## src/rtl/mp3_display_pkg.sv

```systemverilog
// Shared 640x480@60 raster timing for the mp3_display path.
// The colouriser and the timing generator both take their resolution from here,
// so the coordinate ranges they agree on can never drift apart.
package mp3_display_pkg;

    // Signed raster coordinate: negative during blanking, 0..RES-1 when active.
    typedef logic signed [15:0] coord_t;

    localparam int TIMING_H_RES  = 640;
    localparam int TIMING_H_FP   = 16;
    localparam int TIMING_H_SYNC = 96;
    localparam int TIMING_H_BP   = 48;
    localparam int TIMING_V_RES  = 480;
    localparam int TIMING_V_FP   = 10;
    localparam int TIMING_V_SYNC = 2;
    localparam int TIMING_V_BP   = 33;

    // Sync pulses are active-low for the standard VGA mode.
    localparam bit TIMING_H_POL = 1'b0;
    localparam bit TIMING_V_POL = 1'b0;

    // A span is legal when every part is positive and the whole span fits a signed 16-bit coordinate.
    function automatic bit span_ok(input int res, input int fp, input int sync, input int bp);
        return (res > 0) && (fp > 0) && (sync > 0) && (bp > 0) &&
               ((res + fp + sync + bp) < 32768);
    endfunction

    // First coordinate of a span: blanking is counted as negative positions before pixel 0.
    function automatic coord_t span_start(input int fp, input int sync, input int bp);
        return coord_t'(-(fp + sync + bp));
    endfunction

endpackage

```

## src/rtl/mp3_span_counter.sv

```systemverilog
// Signed position counter that walks START..END and wraps back to START.
// Used once for columns and once for rows of the raster.
module mp3_span_counter
    import mp3_display_pkg::*;
#(
    parameter coord_t START = -16'sd160,
    parameter coord_t END   = 16'sd639
) (
    input  logic   clk,
    input  logic   rst,
    input  logic   en,
    output coord_t count,
    output logic   wrap
);

    coord_t count_q;
    coord_t count_d;

    // The wrap flag marks the enabled step that reloads START, so it is only high when en is.
    assign wrap  = en && (count_q == END);
    assign count = count_q;

    // Next position: step by one when enabled, reload START after the last position.
    always_comb begin
        count_d = count_q;
        if (en) begin
            count_d = wrap ? START : count_q + 16'sd1;
        end
    end

    // Position register; reset parks the counter at START without raising wrap.
    always_ff @(posedge clk) begin
        if (rst) begin
            count_q <= START;
        end else begin
            count_q <= count_d;
        end
    end

endmodule

```

## src/rtl/mp3_display_timing.sv

```systemverilog
// Raster timing generator feeding signed pixel coordinates to the mp3_display colouriser.
// Sync, data-enable and strobes are decoded from next-state coordinates and registered,
// so they line up with o_x/o_y on the same clock.
module mp3_display_timing
    import mp3_display_pkg::*;
#(
    parameter int H_RES  = TIMING_H_RES,
    parameter int H_FP   = TIMING_H_FP,
    parameter int H_SYNC = TIMING_H_SYNC,
    parameter int H_BP   = TIMING_H_BP,
    parameter int V_RES  = TIMING_V_RES,
    parameter int V_FP   = TIMING_V_FP,
    parameter int V_SYNC = TIMING_V_SYNC,
    parameter int V_BP   = TIMING_V_BP,
    parameter bit H_POL  = TIMING_H_POL,
    parameter bit V_POL  = TIMING_V_POL
) (
    input  logic        clk,
    input  logic        rst,
    input  logic        i_pix_en,
    output logic [15:0] o_x,
    output logic [15:0] o_y,
    output logic        o_hsync,
    output logic        o_vsync,
    output logic        o_de,
    output logic        o_line,
    output logic        o_frame
);

    if (!(span_ok(H_RES, H_FP, H_SYNC, H_BP) && span_ok(V_RES, V_FP, V_SYNC, V_BP))) begin : g_bad_timing
        $error("mp3_display_timing: timing parameters must be positive and each span below 32768");
    end

    localparam coord_t H_STA  = span_start(H_FP, H_SYNC, H_BP);
    localparam coord_t V_STA  = span_start(V_FP, V_SYNC, V_BP);
    localparam coord_t H_END  = coord_t'(H_RES - 1);
    localparam coord_t V_END  = coord_t'(V_RES - 1);
    localparam coord_t HS_BEG = coord_t'(-(H_SYNC + H_BP));
    localparam coord_t HS_END = coord_t'(-(H_BP + 1));
    localparam coord_t VS_BEG = coord_t'(-(V_SYNC + V_BP));
    localparam coord_t VS_END = coord_t'(-(V_BP + 1));

    coord_t x_cnt;
    coord_t y_cnt;
    logic   h_wrap;
    logic   v_wrap;
    logic   v_en;

    coord_t x_next;
    coord_t y_next;

    logic hsync_d, hsync_q;
    logic vsync_d, vsync_q;
    logic de_d, de_q;
    logic line_d, line_q;
    logic frame_d, frame_q;

    // Rows only advance on the pixel step that finishes a line.
    assign v_en = i_pix_en & h_wrap;

    mp3_span_counter #(
        .START (H_STA),
        .END   (H_END)
    ) u_h_counter (
        .clk   (clk),
        .rst   (rst),
        .en    (i_pix_en),
        .count (x_cnt),
        .wrap  (h_wrap)
    );

    mp3_span_counter #(
        .START (V_STA),
        .END   (V_END)
    ) u_v_counter (
        .clk   (clk),
        .rst   (rst),
        .en    (v_en),
        .count (y_cnt),
        .wrap  (v_wrap)
    );

    // Decode sync, DE and strobes from where the counters land on this edge.
    always_comb begin
        x_next = x_cnt;
        y_next = y_cnt;
        if (i_pix_en) begin
            x_next = h_wrap ? H_STA : x_cnt + 16'sd1;
        end
        if (v_en) begin
            y_next = v_wrap ? V_STA : y_cnt + 16'sd1;
        end
        hsync_d = ((x_next >= HS_BEG) && (x_next <= HS_END)) ? H_POL : ~H_POL;
        vsync_d = ((y_next >= VS_BEG) && (y_next <= VS_END)) ? V_POL : ~V_POL;
        de_d    = !x_next[15] && !y_next[15];
        line_d  = h_wrap;
        frame_d = v_wrap;
    end

    // Output registers; reset leaves syncs inactive and suppresses any strobe.
    always_ff @(posedge clk) begin
        if (rst) begin
            hsync_q <= ~H_POL;
            vsync_q <= ~V_POL;
            de_q    <= 1'b0;
            line_q  <= 1'b0;
            frame_q <= 1'b0;
        end else begin
            hsync_q <= hsync_d;
            vsync_q <= vsync_d;
            de_q    <= de_d;
            line_q  <= line_d;
            frame_q <= frame_d;
        end
    end

    assign o_x     = x_cnt;
    assign o_y     = y_cnt;
    assign o_hsync = hsync_q;
    assign o_vsync = vsync_q;
    assign o_de    = de_q;
    assign o_line  = line_q;
    assign o_frame = frame_q;

endmodule
```

## config.mk

```make
export PLATFORM = sky130hd
export DESIGN_NAME = mp3_display_timing
export DESIGN_NICKNAME = d
export VERILOG_FILES = /design/src/rtl/mp3_display_pkg.sv /design/src/rtl/mp3_span_counter.sv /design/src/rtl/mp3_display_timing.sv
export SDC_FILE = /design/constraint.sdc
export NUM_CORES = 1
export LEC_CHECK = 0
export ABC_AREA = 1
export BUFFER_PORTS_ARGS = -buffer_cell sky130_fd_sc_hd__buf_2
export CAP_MARGIN = 15
export CORE_UTILIZATION = 41
export DETAILED_ROUTE_END_ITERATION = 12
export PLACE_DENSITY = 0.6
export SLEW_MARGIN = 20
export SYNTH_ARGS = -nofsm -noshare
export SYNTH_HDL_FRONTEND = slang
export SYNTH_SLANG_ARGS = --single-unit
```

## constraint.sdc

```tcl
create_clock -name clk -period 3.8 [get_ports clk]
set_input_delay 0.76 -clock clk [delete_from_list [all_inputs] [get_ports clk]]
set_output_delay 0.76 -clock clk [all_outputs]
set_load 0.05 [all_outputs]
```

==> metrics.txt <==
# TYPE chip_impl_metric gauge
chip_impl_info{name="run_status",value="finished, final reports clean"} 1
chip_impl_info{name="worst_hold_startpoint",value="u_h_counter.count[1]"} 1
chip_impl_metric{name="antenna-diode-count",unit=""} 0
chip_impl_metric{name="synth_mux_area_frac",unit=""} 0
chip_impl_metric{name="worst-endpoint-arrival",unit="ps"} 2320
chip_impl_metric{name="finClkSkew",unit="ps"} 6.36
chip_impl_metric{name="reg2reg_setup_slack",unit="ps"} 1670
chip_impl_metric{name="cts-buffers-inserted",unit=""} 5
chip_impl_metric{name="seq_power_share",unit=""} 0.560
chip_impl_metric{name="drive_above_1_share",unit=""} 0.172
chip_impl_metric{name="report.final.hold_viol_count",unit=""} 0
chip_impl_info{name="path_class",value="register to register"} 1
chip_impl_metric{name="syn_nets",unit=""} 370
chip_impl_metric{name="detailedRoute.firstIterationViolations",unit=""} 158
chip_impl_metric{name="synth_compound_gate_area_share",unit=""} 0.0477
chip_impl_info{name="holdPathEnd",value="u_h_counter.count[1]"} 1
chip_impl_metric{name="post_synth_instance_area",unit="µm²"} 2310
chip_impl_metric{name="syn2layout_area_growth",unit="%"} 13.6
chip_impl_metric{name="crit_path_max_fanout",unit=""} 13
chip_impl_metric{name="routed_wire_length",unit="µm"} 6090
chip_impl_info{name="critical_path.most_common_cell",value="sky130_fd_sc_hd__nand3_1"} 1
chip_impl_metric{name="layout_worst_path_cycle_share",unit=""} 0.561
chip_impl_metric{name="floorplan.die.height",unit="µm"} 77.0
chip_impl_metric{name="yosysWarningCount",unit=""} 0
chip_impl_metric{name="globalRouteMet1Util",unit=""} 0.314
chip_impl_metric{name="clock-sinks",unit=""} 37
chip_impl_metric{name="gr-usage-met2",unit=""} 0.316
chip_impl_metric{name="timing.fmax",unit="MHz"} 469
chip_impl_metric{name="chipWidth",unit="µm"} 77.0
chip_impl_info{name="critical_path.reg2reg.endpoint",value="o_vsync"} 1
chip_impl_metric{name="post_synth_fa_ha_maj_area_fraction",unit=""} 0.0108
chip_impl_metric{name="routability_congestion_estimate_from_global_placement",unit=""} 0.920
chip_impl_info{name="slowest_stage",value="sky130_fd_sc_hd__dfxtp_1"} 1
chip_impl_info{name="synth-main-ff-cell",value="sky130_fd_sc_hd__dfxtp_1"} 1
chip_impl_metric{name="whs_path_depth",unit=""} 2
chip_impl_metric{name="pin_count",unit=""} 40
chip_impl_metric{name="power_density",unit="nW/µm²"} 268
chip_impl_metric{name="timing.critical_path.buf_inv",unit=""} 1
chip_impl_metric{name="p_sw",unit="µW"} 177
chip_impl_info{name="timing.hold.worst.class",value="register to register"} 1
chip_impl_metric{name="synthesis.instances",unit=""} 365
chip_impl_metric{name="postLayoutCellArea",unit="µm²"} 2620
chip_impl_info{name="mostFrequentLayoutCells",value="sky130_fd_sc_hd__nand2_1, sky130_fd_sc_hd__nor2_1, sky130_fd_sc_hd__inv_1, sky130_fd_sc_hd__buf_2, sky130_fd_sc_hd__dfxtp_1"} 1
chip_impl_metric{name="initial_core_util",unit=""} 0.438
chip_impl_metric{name="library_cells_used_by_synthesis",unit=""} 28
chip_impl_metric{name="vias",unit=""} 2423
chip_impl_metric{name="postSynth.asyncResetShare",unit=""} 0
chip_impl_metric{name="post_synth_edffs",unit=""} 0
chip_impl_metric{name="timing.max_slew.rel_slack",unit=""} 0.692
chip_impl_metric{name="nFillCells",unit=""} 597
chip_impl_info{name="r2r_start",value="u_h_counter.count[0]"} 1
chip_impl_metric{name="grt.overflow.total",unit=""} 0
chip_impl_metric{name="synth_seq_cells",unit=""} 37
chip_impl_metric{name="layout.nets",unit=""} 410
chip_impl_metric{name="syn_avg_cell_area",unit="µm²"} 6.32
chip_impl_info{name="critPathTopFamily",value="simple AND/OR/NAND/NOR gates"} 1
chip_impl_metric{name="worst-slew-pin-transition",unit="ps"} 458
chip_impl_metric{name="remaining_routing_drc_violations",unit=""} 0
chip_impl_info{name="gr-max-usage-layer",value="met2"} 1
chip_impl_metric{name="first_global_vias",unit=""} 2164
chip_impl_metric{name="cts_setup_buffers",unit=""} 0
chip_impl_metric{name="residual_antenna_violating_net_count_after_detailed_routing",unit=""} 0
chip_impl_metric{name="antenna_violations_before_repair",unit=""} 0
chip_impl_metric{name="grt_first_pass_wirelength",unit="µm"} 10200
chip_impl_metric{name="total_leakage_power",unit="nW"} 1.36
chip_impl_metric{name="setup_violations",unit=""} 0
chip_impl_metric{name="comb_power_share",unit=""} 0.046
chip_impl_info{name="dominant_combinational_cell_family_by_area_after_synthesis",value="simple AND/OR/NAND/NOR gates"} 1
chip_impl_metric{name="coreArea",unit="µm²"} 5270
chip_impl_info{name="critical_path.endpoint_type",value="register"} 1
chip_impl_metric{name="cts.clk_slew.worst_paths",unit="ps"} 80
chip_impl_metric{name="detail_route.vias_per_cell",unit=""} 5.09
chip_impl_metric{name="fin_setup_tns",unit="ps"} 0
chip_impl_metric{name="power.total",unit="µW"} 701
chip_impl_info{name="rsz0062_at_grt",value="false"} 1
chip_impl_info{name="cts_tree",value="yes"} 1
chip_impl_metric{name="routedWlPerCell",unit="µm"} 12.8
chip_impl_metric{name="rr_worst_depth",unit=""} 10
chip_impl_metric{name="ctsLongestPathBuffers",unit=""} 2
chip_impl_metric{name="power.share.clock",unit=""} 0.394
chip_impl_metric{name="clk-insertion-delay-late",unit="ps"} 290
chip_impl_metric{name="vdd_ir_drop_max",unit="µV"} 121
chip_impl_metric{name="synth-seq-area-share",unit=""} 0.321
chip_impl_metric{name="h-tree-depth",unit=""} 2
chip_impl_metric{name="grt_use_met3",unit=""} 0.0405
chip_impl_metric{name="count_of_input_and_output_buffers",unit=""} 39
chip_impl_metric{name="critPathMaxStageDelay",unit="ps"} 410
chip_impl_metric{name="switching_share",unit=""} 0.252
chip_impl_metric{name="synth-xor-area-share",unit=""} 0.0266
chip_impl_metric{name="placement.cell_area",unit="µm²"} 2540
chip_impl_info{name="start_kind",value="register"} 1
chip_impl_info{name="root_buffer",value="sky130_fd_sc_hd__clkbuf_8"} 1
chip_impl_metric{name="period_minus_slack",unit="ps"} 2130
chip_impl_info{name="final_common_cell",value="sky130_fd_sc_hd__nand2_1"} 1
chip_impl_metric{name="max_cap_viol",unit=""} 0
chip_impl_metric{name="cts_hold_repair.buffers",unit=""} 0
chip_impl_metric{name="yosys.area_share.simple",unit=""} 0.490
chip_impl_metric{name="core.rowCount",unit=""} 26
chip_impl_metric{name="cp_data_required_time",unit="ps"} 3980
chip_impl_metric{name="cts_resized",unit=""} 0
chip_impl_info{name="path_cells",value="ha_1, nand3_1, nor2_2, nand3_2, inv_1, o21ai_0, a21oi_1, nand2_1, nor2_1, nand3_1"} 1
chip_impl_metric{name="detailedRoute.firstPassIterationCount",unit=""} 5
chip_impl_metric{name="die_area",unit="µm²"} 5930
chip_impl_metric{name="cellInternalPower",unit="µW"} 525
chip_impl_metric{name="maxSlewViolCount",unit=""} 0
chip_impl_metric{name="dp_hpwl",unit="µm"} 4640
chip_impl_metric{name="grt_max_degree",unit=""} 18
chip_impl_metric{name="gr-usage-all-layers",unit=""} 0.217
## worst min-delay path: stages, from the launching register on
cell,delay (ps)
sky130_fd_sc_hd__dfxtp_1,340
sky130_fd_sc_hd__nand2_1,70
sky130_fd_sc_hd__a21oi_1,60
## Yosys cell counts, types with 4 or more instances
library cell              count  area share
sky130_fd_sc_hd__nor3_1       9       0.020
sky130_fd_sc_hd__nand2_1    102        0.17
sky130_fd_sc_hd__nand2_2      5       0.014
sky130_fd_sc_hd__a21oi_1      8       0.017
sky130_fd_sc_hd__o21ai_0      8       0.017
sky130_fd_sc_hd__inv_1       45       0.073
sky130_fd_sc_hd__nor2_1      48       0.078
sky130_fd_sc_hd__nand3_1     36       0.078
sky130_fd_sc_hd__xor2_1       6       0.023
sky130_fd_sc_hd__nor2_4       4       0.020
sky130_fd_sc_hd__nand4_1     25       0.068
sky130_fd_sc_hd__nand3_2      4       0.017
sky130_fd_sc_hd__nor2_2       5       0.014
sky130_fd_sc_hd__dfxtp_1     37        0.32
## state kept, by name, summed over array words and instances (netlist names)
name,cells
u_v_counter.count,16
o_de,1
o_vsync,1
o_frame,1
o_line,1
o_hsync,1
u_h_counter.count,16
## worst max path at each step
stage	depth (start not counted)	start	to	slack, ps
floorplan	13	u_h_counter.count[0]	o_hsync	1720
global placement	10	i_pix_en	o_vsync	1450
detailed placement	12	i_pix_en	o_vsync	1420
CTS	10	u_h_counter.count[0]	o_vsync	1650
global route	10	u_h_counter.count[0]	o_vsync	1440
finish	10	u_h_counter.count[0]	o_vsync	1670
## per-layer routing
metal,up-vias,wire length [µm]
met2,60,2570
li1,1264,-
met1,1090,3150
met5,-,0
met4,0,86
met3,9,277
## through the flow
stage / setup WS, ps / util / hold WS (ps) / cells
4_1_cts: 1650 / 0.497 / 509 / 476
2_1_floorplan: 1720 / - / 709 / 365
5_1_grt: 1440 / 0.497 / 540 / 476
3_3_place_gp: 1450 / 0.482 / 494 / 468
3_5_place_dp: 1420 / 0.482 / 497 / 468
6_report: 1670 / 0.497 / 511 / 476
## power by group through the flow
stage	clock [mW]	combinational, mW	sequential, mW
after global routing	0.302	0.0348	0.394
final	0.276	0.0322	0.393
after detailed placement	0	0.0321	0.402
after CTS	0.287	0.0322	0.393
after floorplan	0	0.0155	0.411
after global placement	0	0.0318	0.402
## final cells by class
type                       count  area (µm²)  share of cell area
sequential                    37         741               0.283
clock buffer                   6        72.6              0.0277
multi-input combinational    273        1330               0.506
inverter                      48         180              0.0687
clock inverter                 2        10.0             0.00382
timing repair buffer          40         203              0.0773
tap                           70        87.6              0.0334
## cells by family (layout without fill, tap and decap cells)
kind of cell,count (synthesis),in the layout
compound gates,21,21
buf+inv,55,96
xor+xnor,7,7
simple gates,243,243
fa+ha+maj,2,2
flops,37,37
Note: power is estimated with default switching activity, not from simulation.
